### src/rtl/write_dest_pipe_pkg.sv
// Shared definitions for the write-destination pipeline: destination-select
// encodings, the default link register and the parameter limits.
package write_dest_pipe_pkg;

  // Destination select carried by the issuing instruction.
  typedef enum logic [1:0] {
    DST_RT   = 2'd0,
    DST_RD   = 2'd1,
    DST_LINK = 2'd2,
    DST_NONE = 2'd3
  } reg_dst_e;

  // Register written by link-type instructions (e.g. jal).
  localparam int DEFAULT_LINK_REG = 31;

  // Supported pipeline depth range.
  localparam int MIN_DEPTH = 2;
  localparam int MAX_DEPTH = 8;

endpackage : write_dest_pipe_pkg

### src/rtl/write_dest_pipe_stage.sv
// One destination-tracking stage: a {valid, addr} flop pair with async reset
// and a synchronous clear used to squash the entry on flush.
module dest_stage_reg #(
  parameter int ADDR_W = 5
) (
  input  logic              clk,
  input  logic              rst,
  input  logic              i_clr,
  input  logic              i_valid,
  input  logic [ADDR_W-1:0] i_addr,
  output logic              o_valid,
  output logic [ADDR_W-1:0] o_addr
);

  logic              r_valid;
  logic [ADDR_W-1:0] r_addr;

  // Capture the upstream entry each cycle; invalid entries carry addr 0 so a
  // stale address never lingers in an empty stage.
  always_ff @(posedge clk or posedge rst) begin
    if (rst) begin
      r_valid <= 1'b0;
      r_addr  <= '0;
    end else if (i_clr) begin
      r_valid <= 1'b0;
      r_addr  <= '0;
    end else begin
      r_valid <= i_valid;
      r_addr  <= i_valid ? i_addr : '0;
    end
  end

  assign o_valid = r_valid;
  assign o_addr  = r_addr;

endmodule : dest_stage_reg

### src/rtl/write_dest_pipe.sv
// Write-destination pipeline: tracks the destination register of each
// in-flight instruction for DEPTH stages, drives the register-file write port
// from the oldest stage and reports forwarding/hazard information for the
// instruction currently in decode. DEPTH must lie in 2..8.
module write_dest_pipe
  import write_dest_pipe_pkg::*;
#(
  parameter int ADDR_W   = 5,
  parameter int DEPTH    = 3,
  parameter int LINK_REG = DEFAULT_LINK_REG
) (
  input  logic                       clk,
  input  logic                       rst,
  input  logic [ADDR_W-1:0]          rt,
  input  logic [ADDR_W-1:0]          rd,
  input  logic [1:0]                 reg_dst,
  input  logic                       reg_write,
  input  logic                       issue_valid,
  input  logic                       stall,
  input  logic                       flush,
  input  logic [ADDR_W-1:0]          src_a,
  input  logic [ADDR_W-1:0]          src_b,
  output logic                       wb_en,
  output logic [ADDR_W-1:0]          wb_addr,
  output logic                       hazard,
  output logic [$clog2(DEPTH+1)-1:0] fwd_a,
  output logic [$clog2(DEPTH+1)-1:0] fwd_b
);

  localparam int                FWD_W     = $clog2(DEPTH+1);
  localparam logic [ADDR_W-1:0] LINK_ADDR = ADDR_W'(LINK_REG);

  reg_dst_e                       w_dst_sel;
  logic [ADDR_W-1:0]              w_new_addr;
  logic                           w_new_valid;
  logic [DEPTH-1:0]               w_d_valid;
  logic [DEPTH-1:0][ADDR_W-1:0]   w_d_addr;
  logic [DEPTH-1:0]               w_clr;
  logic [DEPTH-1:0]               w_stg_valid;
  logic [DEPTH-1:0][ADDR_W-1:0]   w_stg_addr;
  logic [FWD_W-1:0]               w_fwd_a;
  logic [FWD_W-1:0]               w_fwd_b;

  // Youngest-match priority encoder: returns k where stage k-1 is the
  // youngest valid stage writing src, or 0 when nothing matches. Register 0
  // is hard-wired and never forwarded.
  function automatic logic [FWD_W-1:0] youngest_match(
    input logic [ADDR_W-1:0]            src,
    input logic [DEPTH-1:0]             v,
    input logic [DEPTH-1:0][ADDR_W-1:0] a
  );
    logic [FWD_W-1:0] k;
    k = '0;
    // Scan oldest to youngest so the youngest hit is the last one written.
    for (int i = DEPTH - 1; i >= 0; i--) begin
      if (v[i] && (a[i] == src) && (src != '0)) begin
        k = FWD_W'(i + 1);
      end
    end
    return k;
  endfunction

  assign w_dst_sel = reg_dst_e'(reg_dst);

  // Select the destination address of the issuing instruction.
  always_comb begin
    w_new_addr = '0;
    case (w_dst_sel)
      DST_RT:   w_new_addr = rt;
      DST_RD:   w_new_addr = rd;
      DST_LINK: w_new_addr = LINK_ADDR;
      default:  w_new_addr = '0;
    endcase
  end

  // A new entry is tracked only for a real, unstalled register write to a
  // nonzero register; everything else enters stage 0 as a bubble.
  assign w_new_valid = issue_valid & reg_write & ~stall &
                       (w_dst_sel != DST_NONE) & (w_new_addr != '0);

  // Shift chain: stage 0 takes the new entry, stage i takes stage i-1. Flush
  // squashes every stage except the write-back stage, which still advances so
  // the instruction already past the flush point retires.
  for (genvar g = 0; g < DEPTH; g++) begin : g_stage
    if (g == 0) begin : g_head
      assign w_d_valid[g] = w_new_valid;
      assign w_d_addr[g]  = w_new_addr;
    end else begin : g_body
      assign w_d_valid[g] = w_stg_valid[g-1];
      assign w_d_addr[g]  = w_stg_addr[g-1];
    end

    if (g == DEPTH - 1) begin : g_wb
      assign w_clr[g] = 1'b0;
    end else begin : g_flushable
      assign w_clr[g] = flush;
    end

    dest_stage_reg #(
      .ADDR_W (ADDR_W)
    ) u_stage (
      .clk     (clk),
      .rst     (rst),
      .i_clr   (w_clr[g]),
      .i_valid (w_d_valid[g]),
      .i_addr  (w_d_addr[g]),
      .o_valid (w_stg_valid[g]),
      .o_addr  (w_stg_addr[g])
    );
  end

  assign w_fwd_a = youngest_match(src_a, w_stg_valid, w_stg_addr);
  assign w_fwd_b = youngest_match(src_b, w_stg_valid, w_stg_addr);

  // Stage registers clear asynchronously, so every output below drops to 0
  // as soon as rst rises.
  assign wb_en   = w_stg_valid[DEPTH-1];
  assign wb_addr = wb_en ? w_stg_addr[DEPTH-1] : '0;
  assign fwd_a   = w_fwd_a;
  assign fwd_b   = w_fwd_b;
  assign hazard  = (w_fwd_a != '0) | (w_fwd_b != '0);

endmodule : write_dest_pipe

### config.mk
export PLATFORM = sky130hd
export DESIGN_NAME = write_dest_pipe
export DESIGN_NICKNAME = d
export VERILOG_FILES = /design/src/rtl/write_dest_pipe_pkg.sv /design/src/rtl/write_dest_pipe_stage.sv /design/src/rtl/write_dest_pipe.sv
export SDC_FILE = /design/constraint.sdc
export NUM_CORES = 1
export LEC_CHECK = 0
export BUFFER_PORTS_ARGS = -buffer_cell sky130_fd_sc_hd__buf_2
export CAP_MARGIN = 20
export CORE_MARGIN = 2
export CORE_UTILIZATION = 35
export CTS_CLUSTER_DIAMETER = 120
export DETAILED_ROUTE_END_ITERATION = 6
export PLACE_DENSITY = 0.61
export SLEW_MARGIN = 20
export SYNTH_ARGS = -nofsm -noshare
export SYNTH_HDL_FRONTEND = slang
export SYNTH_SLANG_ARGS = --single-unit
### constraint.sdc
create_clock -name clk -period 1.4 [get_ports clk]
set_input_delay 0.28 -clock clk [delete_from_list [all_inputs] [get_ports clk]]
set_output_delay 0.28 -clock clk [all_outputs]
set_load 0.005 [all_outputs]
==> impl_metrics.yaml <==
run_status:
  outcome: "complete, but fails checks"
  violations: "negative setup slack"
routing:
  drt_iter0_drc: 35
  wl_per_cell_um: 13.5
  route.detailed.drc: 0
  postRouteAntennaNets: 0
  dr.pass1.iters: 4
  viasPerCell: 4.86
  num_vias: 1108
  wirelength_mm: 3.08
placed_design:
  gp_congestion: 0.932
  dp_hpwl_mm: 2.40
  dpl-instance-area_um2: 1570
  pre_cts_ws_ns: -0.364
  placedCellCount: 222
  io_buffers: 38
timing:
  hold_violations: 0
  post-route-period-util_pct: 139
  rsz0062_at_grt: "yes"
  fmax_mhz: 514
  drv_slew: 0
  min_period_ns: 1.95
  fin_skew_ns: 0.000897
  tightest_slew_ns: 0.353
  finalSetupViolCount: 5
  relSlewSlack_pct: 76.2
  hold_slack_ns: 0.211
  fin_ws_ns: -0.546
synthesis:
  synth_area_um2: 1140
  yosysTopAreaCell: "dfrtp_1"
  synth_area_leaders: "dfrtp_1 39%, xnor2_1 17%, and2_1 8.2%, xor2_1 6.1%, nor2_1 3.9%"
  avgSynthCellArea_um2: 9.21
  ys_seq_area_share_pct: 39.4
  yosysUniqueCellTypes: 23
  yosys_warnings: 0
  synth_cells: 124
  ys_ff_latch: 18
  syn_nets: 152
  synth_top_cell_area_share_pct: 39.4
cts:
  cts_tree: "done"
  clk_latency_ns: 0.28
  clk_pin_slew_ns: 0.09
  cts_sinks: 18
  cts_root_buffer: "clkbuf_4"
  cts_made_buffers: 3
  clk_path_buf_depth: 2
  h-tree-depth: 1
min_path:
  hold_depth: 2
  hp-class: "in2reg"
power_and_ir_drop:
  ir_drop_mv: 0.339
  cellPowerDensity_nw_per_um2: 586
  total_power_uw: 1040
  p_leak_uw: 0.000798
die:
  die_w_um: 61.1
  dieArea_um2: 3740
  initial_utilization_pct: 37.1
  io_pins: 39
  die_y_um: 61.1
  coreArea_um2: 3080
  rows: 20
setup_path:
  critPathKind: "reg2out"
  arrival_ns: 1.67
  path_depth: 5
  cp_slowest_cell: "dfrtp_1"
  rr_worst_depth: 2
  critPathMaxFanout: 3
  crit_path_max_incr_delay_ns: 0.44
  path_buf_inv: 1
  cp_cell_sequence: "xnor2_1 -> nand4_1 -> or3_1 -> o21bai_1 -> buf_2"
  crit_family: "simple AND/OR/NAND/NOR gates"
  end_kind: "output port"
  cp.required_ns: 1.12
  cp-start-kind: "flip-flop"
cells_and_area:
  seq_area_um2: 453
  final_area_um2: 1770
  stdcell_count: 228
  final_nets: 213
  fill_cells: 279
  layout_common_cells: "33 x buf_2, 16 x xnor2_1, 16 x dfrtp_1, 15 x buf_4, 12 x nor2_1"
  layout-drive-gt1-share_pct: 47.3
  final_common_cell: "buf_2"
  insertedDiodeCount: 0
  multi_input_area_um2: 833
  area.growth.synth_to_final_pct: 55.0
flow_run:
  maxCapViolCount: 0
grt:
  grt_max_degree: 19
  grt_pass1_vias: 1100
  grt_pass1_wl_mm: 4.67
  antenna_found_initial: 0
  gr-total-overflow: 0
  track_usage_pct: 17.1
-- flip-flops by register name, indices dropped and copies added, names as in the netlist --
register / flops
g_stage.u_stage.o_addr: 15
g_stage.u_stage.o_valid: 3
-- power breakdown --
group	total [uW]	internal [uW]	switching, uW
logic	207	102	105
clock network	304	158	146
registers	527	523	4.13
total	1040	783	255
-- worst paths after layout --
check | start | endpoint | slack, ns
max in group asynchronous | rst | g_stage[0].u_stage.o_addr[3]$_DFF_PP0_ | 0.66
min in group asynchronous | rst | g_stage[1].u_stage.o_addr[4]$_DFF_PP0_ | 0.54
worst max-delay path | g_stage[2].u_stage.o_addr[0]$_DFF_PP0_ | fwd_a[0] | -0.55
worst max register to register | g_stage[0].u_stage.o_valid$_DFF_PP0_ | g_stage[1].u_stage.o_addr[4]$_DFF_PP0_ | 0.50
worst min-delay path | flush | g_stage[1].u_stage.o_valid$_DFF_PP0_ | 0.21
worst min register to register | g_stage[1].u_stage.o_valid$_DFF_PP0_ | g_stage[2].u_stage.o_valid$_DFF_PP0_ | 0.55
-- synthesized netlist by cell type (all sizes together) --
cell and count:
o21bai 2, and3b 1, o21ai 1, a21oi 3
clkbuf 2, or3 2, nand2 3, nand3 2
nand2b 3, nor3 5, inv 1, xor2 8
nor4 6, and2 15, nor2b 2, dfrtp 18
nand4 7, xnor2 22, or4 2, nor2 16
a211oi 3
-- worst reg2reg max path: stages (launching register included) --
cell and delay [ns]:
dfrtp_1 0.38, nor2b_1 0.28, and2_1 0.19
-- through the flow --
| step | setup TNS [ns] | util, % |
|---|---|---|
| global placement | -1.58 | 50.9 |
| detailed placement | -1.71 | 50.9 |
| floorplan | -0.308 | - |
| CTS | -2.48 | 53.6 |
| finish | -2.55 | 57.5 |
| global route | -3.08 | 57.5 |
-- what timing repair did --
item / in CTS / in global routing
gates resized for setup: 6 / 22
hold endpoints to repair: 18 / 0
buffers inserted: 2 / 1
pin swaps: 10 / 12
endpoints found under the setup margin: 7 / 10
hold buffers: 1 / 0
-- routing by layer --
| layer | up-vias | GRT usage [%] | part of all wire [%] |
|---|---|---|---|
| met2 | 43 | 33.3 | 55 |
| met4 | 0 | 8.70 | 1.4 |
| met3 | 4 | 1.05 | 4.5 |
| li1 | 544 | - | - |
| met5 | - | 0 | 0 |
| met1 | 517 | 18.3 | 39 |
-- area by class of cell --
class	count	area share [%]
inverters	1	0.212
flip-flops and latches	18	25.6
well taps	44	3.11
repair buffers	58	22.0
clock buffers	4	2.05
multi-input cells	103	47.1
-- kinds of logic after synthesis --
logic type / share of synthesized area [%]
AO/OA/AOI/OAI: 5.04
XOR/XNOR: 23.0
buffers and inverters: 0.986
flip-flops: 39.4
AND/OR/NAND/NOR: 31.5
No activity file was read; power rests on OpenSTA's default activity.
